===== config.mk =====
export PLATFORM = sky130hd
export DESIGN_NAME = mem_arbiter
export DESIGN_NICKNAME = d
export VERILOG_FILES = /design/src/rtl/mem_arb_pkg.sv /design/src/rtl/mem_arb_pick.sv /design/src/rtl/mem_arbiter.sv
export SDC_FILE = /design/constraint.sdc
export NUM_CORES = 1
export LEC_CHECK = 0
export BUFFER_PORTS_ARGS = -buffer_cell sky130_fd_sc_hd__buf_2
export CORE_MARGIN = 2
export CORE_UTILIZATION = 25
export DETAILED_ROUTE_END_ITERATION = 10
export HOLD_SLACK_MARGIN = 0.1
export PLACE_DENSITY = 0.63
export RECOVER_POWER = 25
export SYNTH_ARGS = -nofsm -noshare
export SYNTH_HDL_FRONTEND = slang
export SYNTH_SLANG_ARGS = --single-unit
export TNS_END_PERCENT = 5

===== constraint.sdc =====
create_clock -name clk -period 3.6 [get_ports clk]
set_clock_uncertainty 0.05 [all_clocks]
set_input_delay 0.9 -clock clk [delete_from_list [all_inputs] [get_ports clk]]
set_output_delay 0.9 -clock clk [all_outputs]
set_load 0.02 [all_outputs]

===== src/rtl/mem_arb_pkg.sv =====
// mem_arb_pkg: shared types and constants for the unified-memory arbiter.
//   state_e : arbiter FSM states
//   grant_e : which requester owns the current transaction
//   MEM_LAT_DEF : default memory read latency in cycles (legal 1..15)
//   CNT_W : width of the latency down-counter
package mem_arb_pkg;

  localparam int unsigned MEM_LAT_DEF = 2;
  localparam int unsigned CNT_W       = 4;

  typedef enum logic [1:0] {
    IDLE,
    WAIT,
    RESP
  } state_e;

  typedef enum logic [1:0] {
    GNT_NONE,
    GNT_IF,
    GNT_D
  } grant_e;

endpackage


===== src/rtl/mem_arb_pick.sv =====
// mem_arb_pick: combinational grant selection between fetch and data ports.
// Optional feature macro: MEM_ARBITER_RR_EN (round-robin on conflict;
// otherwise data always beats fetch).
// Ports:
//   if_req_i  fetch request
//   d_req_i   data request
//   last_d_i  last grant went to data (round-robin build only)
//   gnt_o     selected grant, GNT_NONE when nobody asks
module mem_arb_pick
  import mem_arb_pkg::*;
(
  input  logic   if_req_i,
  input  logic   d_req_i,
`ifdef MEM_ARBITER_RR_EN
  input  logic   last_d_i,
`endif
  output grant_e gnt_o
);

  always_comb begin
    gnt_o = GNT_NONE;
    if (if_req_i && d_req_i) begin
`ifdef MEM_ARBITER_RR_EN
      // the port that did not win last time takes this conflict
      gnt_o = last_d_i ? GNT_IF : GNT_D;
`else
      gnt_o = GNT_D;
`endif
    end else if (d_req_i) begin
      gnt_o = GNT_D;
    end else if (if_req_i) begin
      gnt_o = GNT_IF;
    end
  end

endmodule


===== src/rtl/mem_arbiter.sv =====
// mem_arbiter: shares one single-ported memory between the instruction-fetch
// and data-access ports. One transaction at a time: grant, issue, wait for
// MEM_LAT, respond. Occupancy is MEM_LAT+2 cycles per access.
// Optional feature macro: MEM_ARBITER_RR_EN (round-robin arbitration).
// Ports:
//   clk, reset            clock, synchronous active-low reset
//   if_req/if_addr        fetch request and address
//   if_rdata/if_valid     fetch response (rdata zero unless valid)
//   if_stall              fetch request not yet completing
//   d_req/d_we/d_addr/d_wdata  data request (d_we==0 is a load)
//   d_rdata/d_valid/d_stall    data response and stall
//   mem_en/mem_we/mem_addr/mem_wdata  registered memory issue
//   mem_rdata             memory read data, valid MEM_LAT cycles after mem_en
//
// state | meaning
// IDLE  | no transaction; pick a requester and register its fields
// WAIT  | mem_en cycle onward; down-counter runs to 0 (MEM_LAT cycles total)
// RESP  | granted port sees valid and mem_rdata this cycle
module mem_arbiter
  import mem_arb_pkg::*;
#(
  parameter int unsigned ADDR_W  = 32,
  parameter int unsigned DATA_W  = 32,
  parameter int unsigned MEM_LAT = MEM_LAT_DEF
) (
  input  logic                clk,
  input  logic                reset,
  input  logic                if_req,
  input  logic [ADDR_W-1:0]   if_addr,
  output logic [DATA_W-1:0]   if_rdata,
  output logic                if_valid,
  output logic                if_stall,
  input  logic                d_req,
  input  logic [DATA_W/8-1:0] d_we,
  input  logic [ADDR_W-1:0]   d_addr,
  input  logic [DATA_W-1:0]   d_wdata,
  output logic [DATA_W-1:0]   d_rdata,
  output logic                d_valid,
  output logic                d_stall,
  output logic                mem_en,
  output logic [DATA_W/8-1:0] mem_we,
  output logic [ADDR_W-1:0]   mem_addr,
  output logic [DATA_W-1:0]   mem_wdata,
  input  logic [DATA_W-1:0]   mem_rdata
);

  localparam int unsigned BE_W = DATA_W / 8;
  // The issue cycle itself is the first WAIT cycle, so loading MEM_LAT-1
  // places RESP exactly MEM_LAT cycles after mem_en; MEM_LAT=1 needs no
  // extra wait cycle beyond the issue.
  localparam logic [CNT_W-1:0] LAT_M1 = CNT_W'(MEM_LAT - 1);

  state_e            state_q, state_d;
  grant_e            gnt_q, gnt_d;
  grant_e            pick_gnt;
  logic [CNT_W-1:0]  cnt_q, cnt_d;
  logic              mem_en_q, mem_en_d;
  logic [BE_W-1:0]   mem_we_q, mem_we_d;
  logic [ADDR_W-1:0] mem_addr_q, mem_addr_d;
  logic [DATA_W-1:0] mem_wdata_q, mem_wdata_d;
  logic              resp_live;

`ifdef MEM_ARBITER_RR_EN
  logic last_d_q, last_d_d;
`endif

  mem_arb_pick u_pick (
    .if_req_i (if_req),
    .d_req_i  (d_req),
`ifdef MEM_ARBITER_RR_EN
    .last_d_i (last_d_q),
`endif
    .gnt_o    (pick_gnt)
  );

  always_comb begin
    state_d     = state_q;
    gnt_d       = gnt_q;
    cnt_d       = cnt_q;
    mem_en_d    = 1'b0;
    mem_we_d    = mem_we_q;
    mem_addr_d  = mem_addr_q;
    mem_wdata_d = mem_wdata_q;
`ifdef MEM_ARBITER_RR_EN
    last_d_d    = last_d_q;
`endif
    unique case (state_q)
      IDLE: begin
        if (pick_gnt != GNT_NONE) begin
          gnt_d    = pick_gnt;
          mem_en_d = 1'b1;
          cnt_d    = LAT_M1;
          state_d  = WAIT;
`ifdef MEM_ARBITER_RR_EN
          last_d_d = (pick_gnt == GNT_D);
`endif
          if (pick_gnt == GNT_D) begin
            mem_we_d    = d_we;
            mem_addr_d  = d_addr;
            mem_wdata_d = d_wdata;
          end else begin
            mem_we_d    = '0;
            mem_addr_d  = if_addr;
            mem_wdata_d = '0;
          end
        end
      end
      WAIT: begin
        if (cnt_q == '0) begin
          state_d = RESP;
        end else begin
          cnt_d = cnt_q - 1'b1;
        end
      end
      RESP: begin
        state_d = IDLE;
        gnt_d   = GNT_NONE;
      end
      default: begin
        state_d = IDLE;
        gnt_d   = GNT_NONE;
      end
    endcase
  end

  always_ff @(posedge clk) begin
    if (!reset) begin
      state_q     <= IDLE;
      gnt_q       <= GNT_NONE;
      cnt_q       <= '0;
      mem_en_q    <= 1'b0;
      mem_we_q    <= '0;
      mem_addr_q  <= '0;
      mem_wdata_q <= '0;
`ifdef MEM_ARBITER_RR_EN
      last_d_q    <= 1'b0;
`endif
    end else begin
      state_q     <= state_d;
      gnt_q       <= gnt_d;
      cnt_q       <= cnt_d;
      mem_en_q    <= mem_en_d;
      mem_we_q    <= mem_we_d;
      mem_addr_q  <= mem_addr_d;
      mem_wdata_q <= mem_wdata_d;
`ifdef MEM_ARBITER_RR_EN
      last_d_q    <= last_d_d;
`endif
    end
  end

  // Gate with reset so a response landing while reset is held never pulses.
  assign resp_live = (state_q == RESP) && reset;

  assign if_valid  = resp_live && (gnt_q == GNT_IF);
  assign d_valid   = resp_live && (gnt_q == GNT_D);
  assign if_rdata  = if_valid ? mem_rdata : '0;
  assign d_rdata   = d_valid ? mem_rdata : '0;
  assign if_stall  = if_req & ~if_valid;
  assign d_stall   = d_req & ~d_valid;

  assign mem_en    = mem_en_q;
  assign mem_we    = mem_we_q;
  assign mem_addr  = mem_addr_q;
  assign mem_wdata = mem_wdata_q;

endmodule


==> impl_metrics.json <==
{
  "outcome": "finished, final reports clean",
  "synth_area_per_cell_um2": 9.85,
  "stdcell_count": 791,
  "cp.required_ns": 2.65,
  "worst_pin_slew_ns": 1.07,
  "grt_pass1_vias": 3353,
  "dp_cells": 775,
  "period_share": 0.811,
  "start_util": 0.259,
  "antenna_found_initial": 0,
  "p_per_area_nw_per_um2": 492,
  "dpl_cell_area_um2": 4930,
  "cts_setup_buffers": 0,
  "synth_area_um2": 3460,
  "yosysTopAreaCell": "dfxtp_1",
  "synthCells": 351,
  "critPathKind": "input pin to output pin",
  "hold_depth": 1,
  "grt_max_degree": 37,
  "worstHoldStart": "mem_wdata[17]",
  "gp_congestion": 0.776,
  "clkLatencyLatePin_ns": 0.33,
  "dr.pass1.iters": 4,
  "io_pins": 273,
  "worstSetupStartpointType": "input pin",
  "cap_violations": 0,
  "cts_buffers": 9,
  "clock_tree.htree_level_count": 3,
  "wl_mm": 10.8,
  "r2r-start": "state_q[0]",
  "cp-end-kind": "output pin",
  "path_clk_slew_ns": 0.06,
  "num_vias": 3622,
  "hold_buffers": 0,
  "syn_to_final_growth_pct": 50.6,
  "ys_seq_area_frac": 0.446,
  "hp-class": "flip-flop to flip-flop",
  "yosysUniqueCellTypes": 32,
  "worst_r2r_endpoint": "mem_wdata[2]",
  "grt_pass1_wl_mm": 16.4,
  "ff2ff_setup_slack_ns": 1.70,
  "layout_min_cycle_time_ns": 2.92,
  "synth_area_leaders": "dfxtp_1 (45%), and2_1 (12%), mux2i_1 (9.3%)",
  "relSlewSlack": 0.286,
  "diodes": 0,
  "gr-total-overflow": 0,
  "drt_iter0_drc": 87,
  "crit_fanout": 34,
  "clk_path_buf_depth": 2,
  "fp.dieW_um": 122,
  "yosysWarningCount": 0,
  "peakVddDrop_v": 0.000201,
  "syn_nets": 489,
  "cp.arrival_ns": 1.97,
  "routedWlPerCell_um": 13.7,
  "hold_slack_ns": 0.424,
  "design_area_um2": 5210,
  "die_area_um2": 14800,
  "fin_nets": 748,
  "max_freq_mhz": 343,
  "slew_viol_final": 0,
  "coreArea_um2": 13300,
  "cts-resized-gates": 0,
  "grt_setup_unrepaired": "false",
  "synth_seq_cells": 77,
  "grt_use_total": 0.140,
  "setup_tns_ns": 0,
  "num_rows": 42,
  "cts_sinks": 77,
  "ant_nets": 0,
  "reg2reg_depth": 4,
  "setup_viol": 0,
  "drive_above_1_share": 0.407,
  "cts_tree": "built",
  "drc_errors": 0,
  "dpl.hpwl_mm": 8.38,
  "die_h_um": 122,
  "clk_root_buffer_cell": "clkbuf_16",
  "via_per_inst": 4.58,
  "p_leak_nw": 2.61,
  "hold-path-endpoint": "mem_wdata[17]",
  "hold_violations": 0,
  "fin_util": 0.390,
  "port_buffers": 272,
  "synth_top_area_frac": 0.446
}
[per-layer routing]
| layer | part of all wire | track usage | routed length [um] | vias to the layer above |
|---|---|---|---|---|
| met5 | 0 | 0 | 0 | - |
| met2 | 0.51 | 0.257 | 5530 | 181 |
| met3 | 0.077 | 0.0304 | 833 | 19 |
| met1 | 0.39 | 0.153 | 4240 | 1632 |
| li1 | - | - | - | 1790 |
| met4 | 0.020 | 0.0632 | 211 | 0 |
[worst max path at each step]
| stage | from | end | slack, ns | depth (start not counted) |
|---|---|---|---|---|
| 2_1_floorplan | reset | if_rdata[22] | 0.59 | 5 |
| 5_1_grt | reset | d_rdata[14] | 0.56 | 6 |
| 4_1_cts | reset | d_rdata[30] | 0.66 | 6 |
| 3_5_place_dp | reset | d_rdata[30] | 0.66 | 6 |
| 3_3_place_gp | reset | d_rdata[11] | 0.71 | 6 |
| 6_report | reset | d_rdata[12] | 0.68 | 6 |
[worst max-delay path: stages]
cell and delay, ns:
buf_2 0.16, nand3b_1 0.14, nor3b_2 0.17, buf_4 0.27
and2_1 0.16, buf_2 0.16
[state kept, by name, indices dropped and copies added, names as in the netlist]
name       cells
cnt_q          4
gnt_q          2
mem_addr      32
mem_en         1
mem_wdata     32
mem_we         4
state_q        2
[where the power goes]
part           internal (mW)  switching [mW]
clock                  0.695           0.334
sequential             0.945          0.0518
combinational          0.204           0.330
total                   1.84           0.716
[layout make-up]
class	instances	area, um^2
clock inverter	4	95.1
timing repair buffer	280	1360
tap	176	220
clock buffer	12	246
sequential	77	1540
fill	1369	8140
multi-input combinational	237	1730
inverter	5	18.8
[kinds of logic (layout without fill, tap and decap cells)]
logic type,after synthesis,after routing,share of synthesized area
AO/OA/AOI/OAI,113,113,0.236
adder cells (fa/ha/maj),2,2,0.00724
buffers and inverters,37,301,0.0546
flip-flops,77,77,0.446
multiplexers,32,32,0.0927
AND/OR/NAND/NOR,90,90,0.163
[per-stage QoR]
step                power [mW]  setup WS, ns
floorplan                 1.35         0.586
detailed placement        1.57         0.664
global route              2.68         0.562
finish                    2.56         0.682
CTS                       2.62         0.664
global placement          1.55         0.713
[placed cells by master, fill, tap and decap left out, drive strengths merged, types with 2 or more instances in the layout]
master,count
nor2,6
nor2b,4
nor3,2
a22o,36
and2,65
bufinv,3
and3,2
a211oi,33
dfxtp,77
nand2b,3
or2,2
buf,229
o221ai,2
clkbuf,63
o21ai,2
inv,4
ha,2
clkinv,2
a21oi,36
nor3b,3
mux2i,32
o41ai,2
[synthesized netlist by cell type]
cell and n:
o311a_1 1, nor2_2 1, nor2b_1 4, a21oi_1 35
nor3b_2 1, ha_1 2, clkinv_1 1, dfxtp_1 77
o21a_1 1, nor3_2 1, nor2_1 5, a22o_1 36
nand3b_1 1, or4_1 1, clkbuf_1 12, mux2i_1 32
or2_0 1, o41ai_1 2, nand4_1 1, buf_6 4
buf_2 16, o21ai_0 2, and3_1 2, o221ai_1 2
nor3_1 1, or2_2 1, nor3b_1 2, inv_1 4
a211oi_1 33, a21oi_4 1, nand2b_1 3, and2_1 65
No activity file was read; power rests on OpenSTA's default activity.
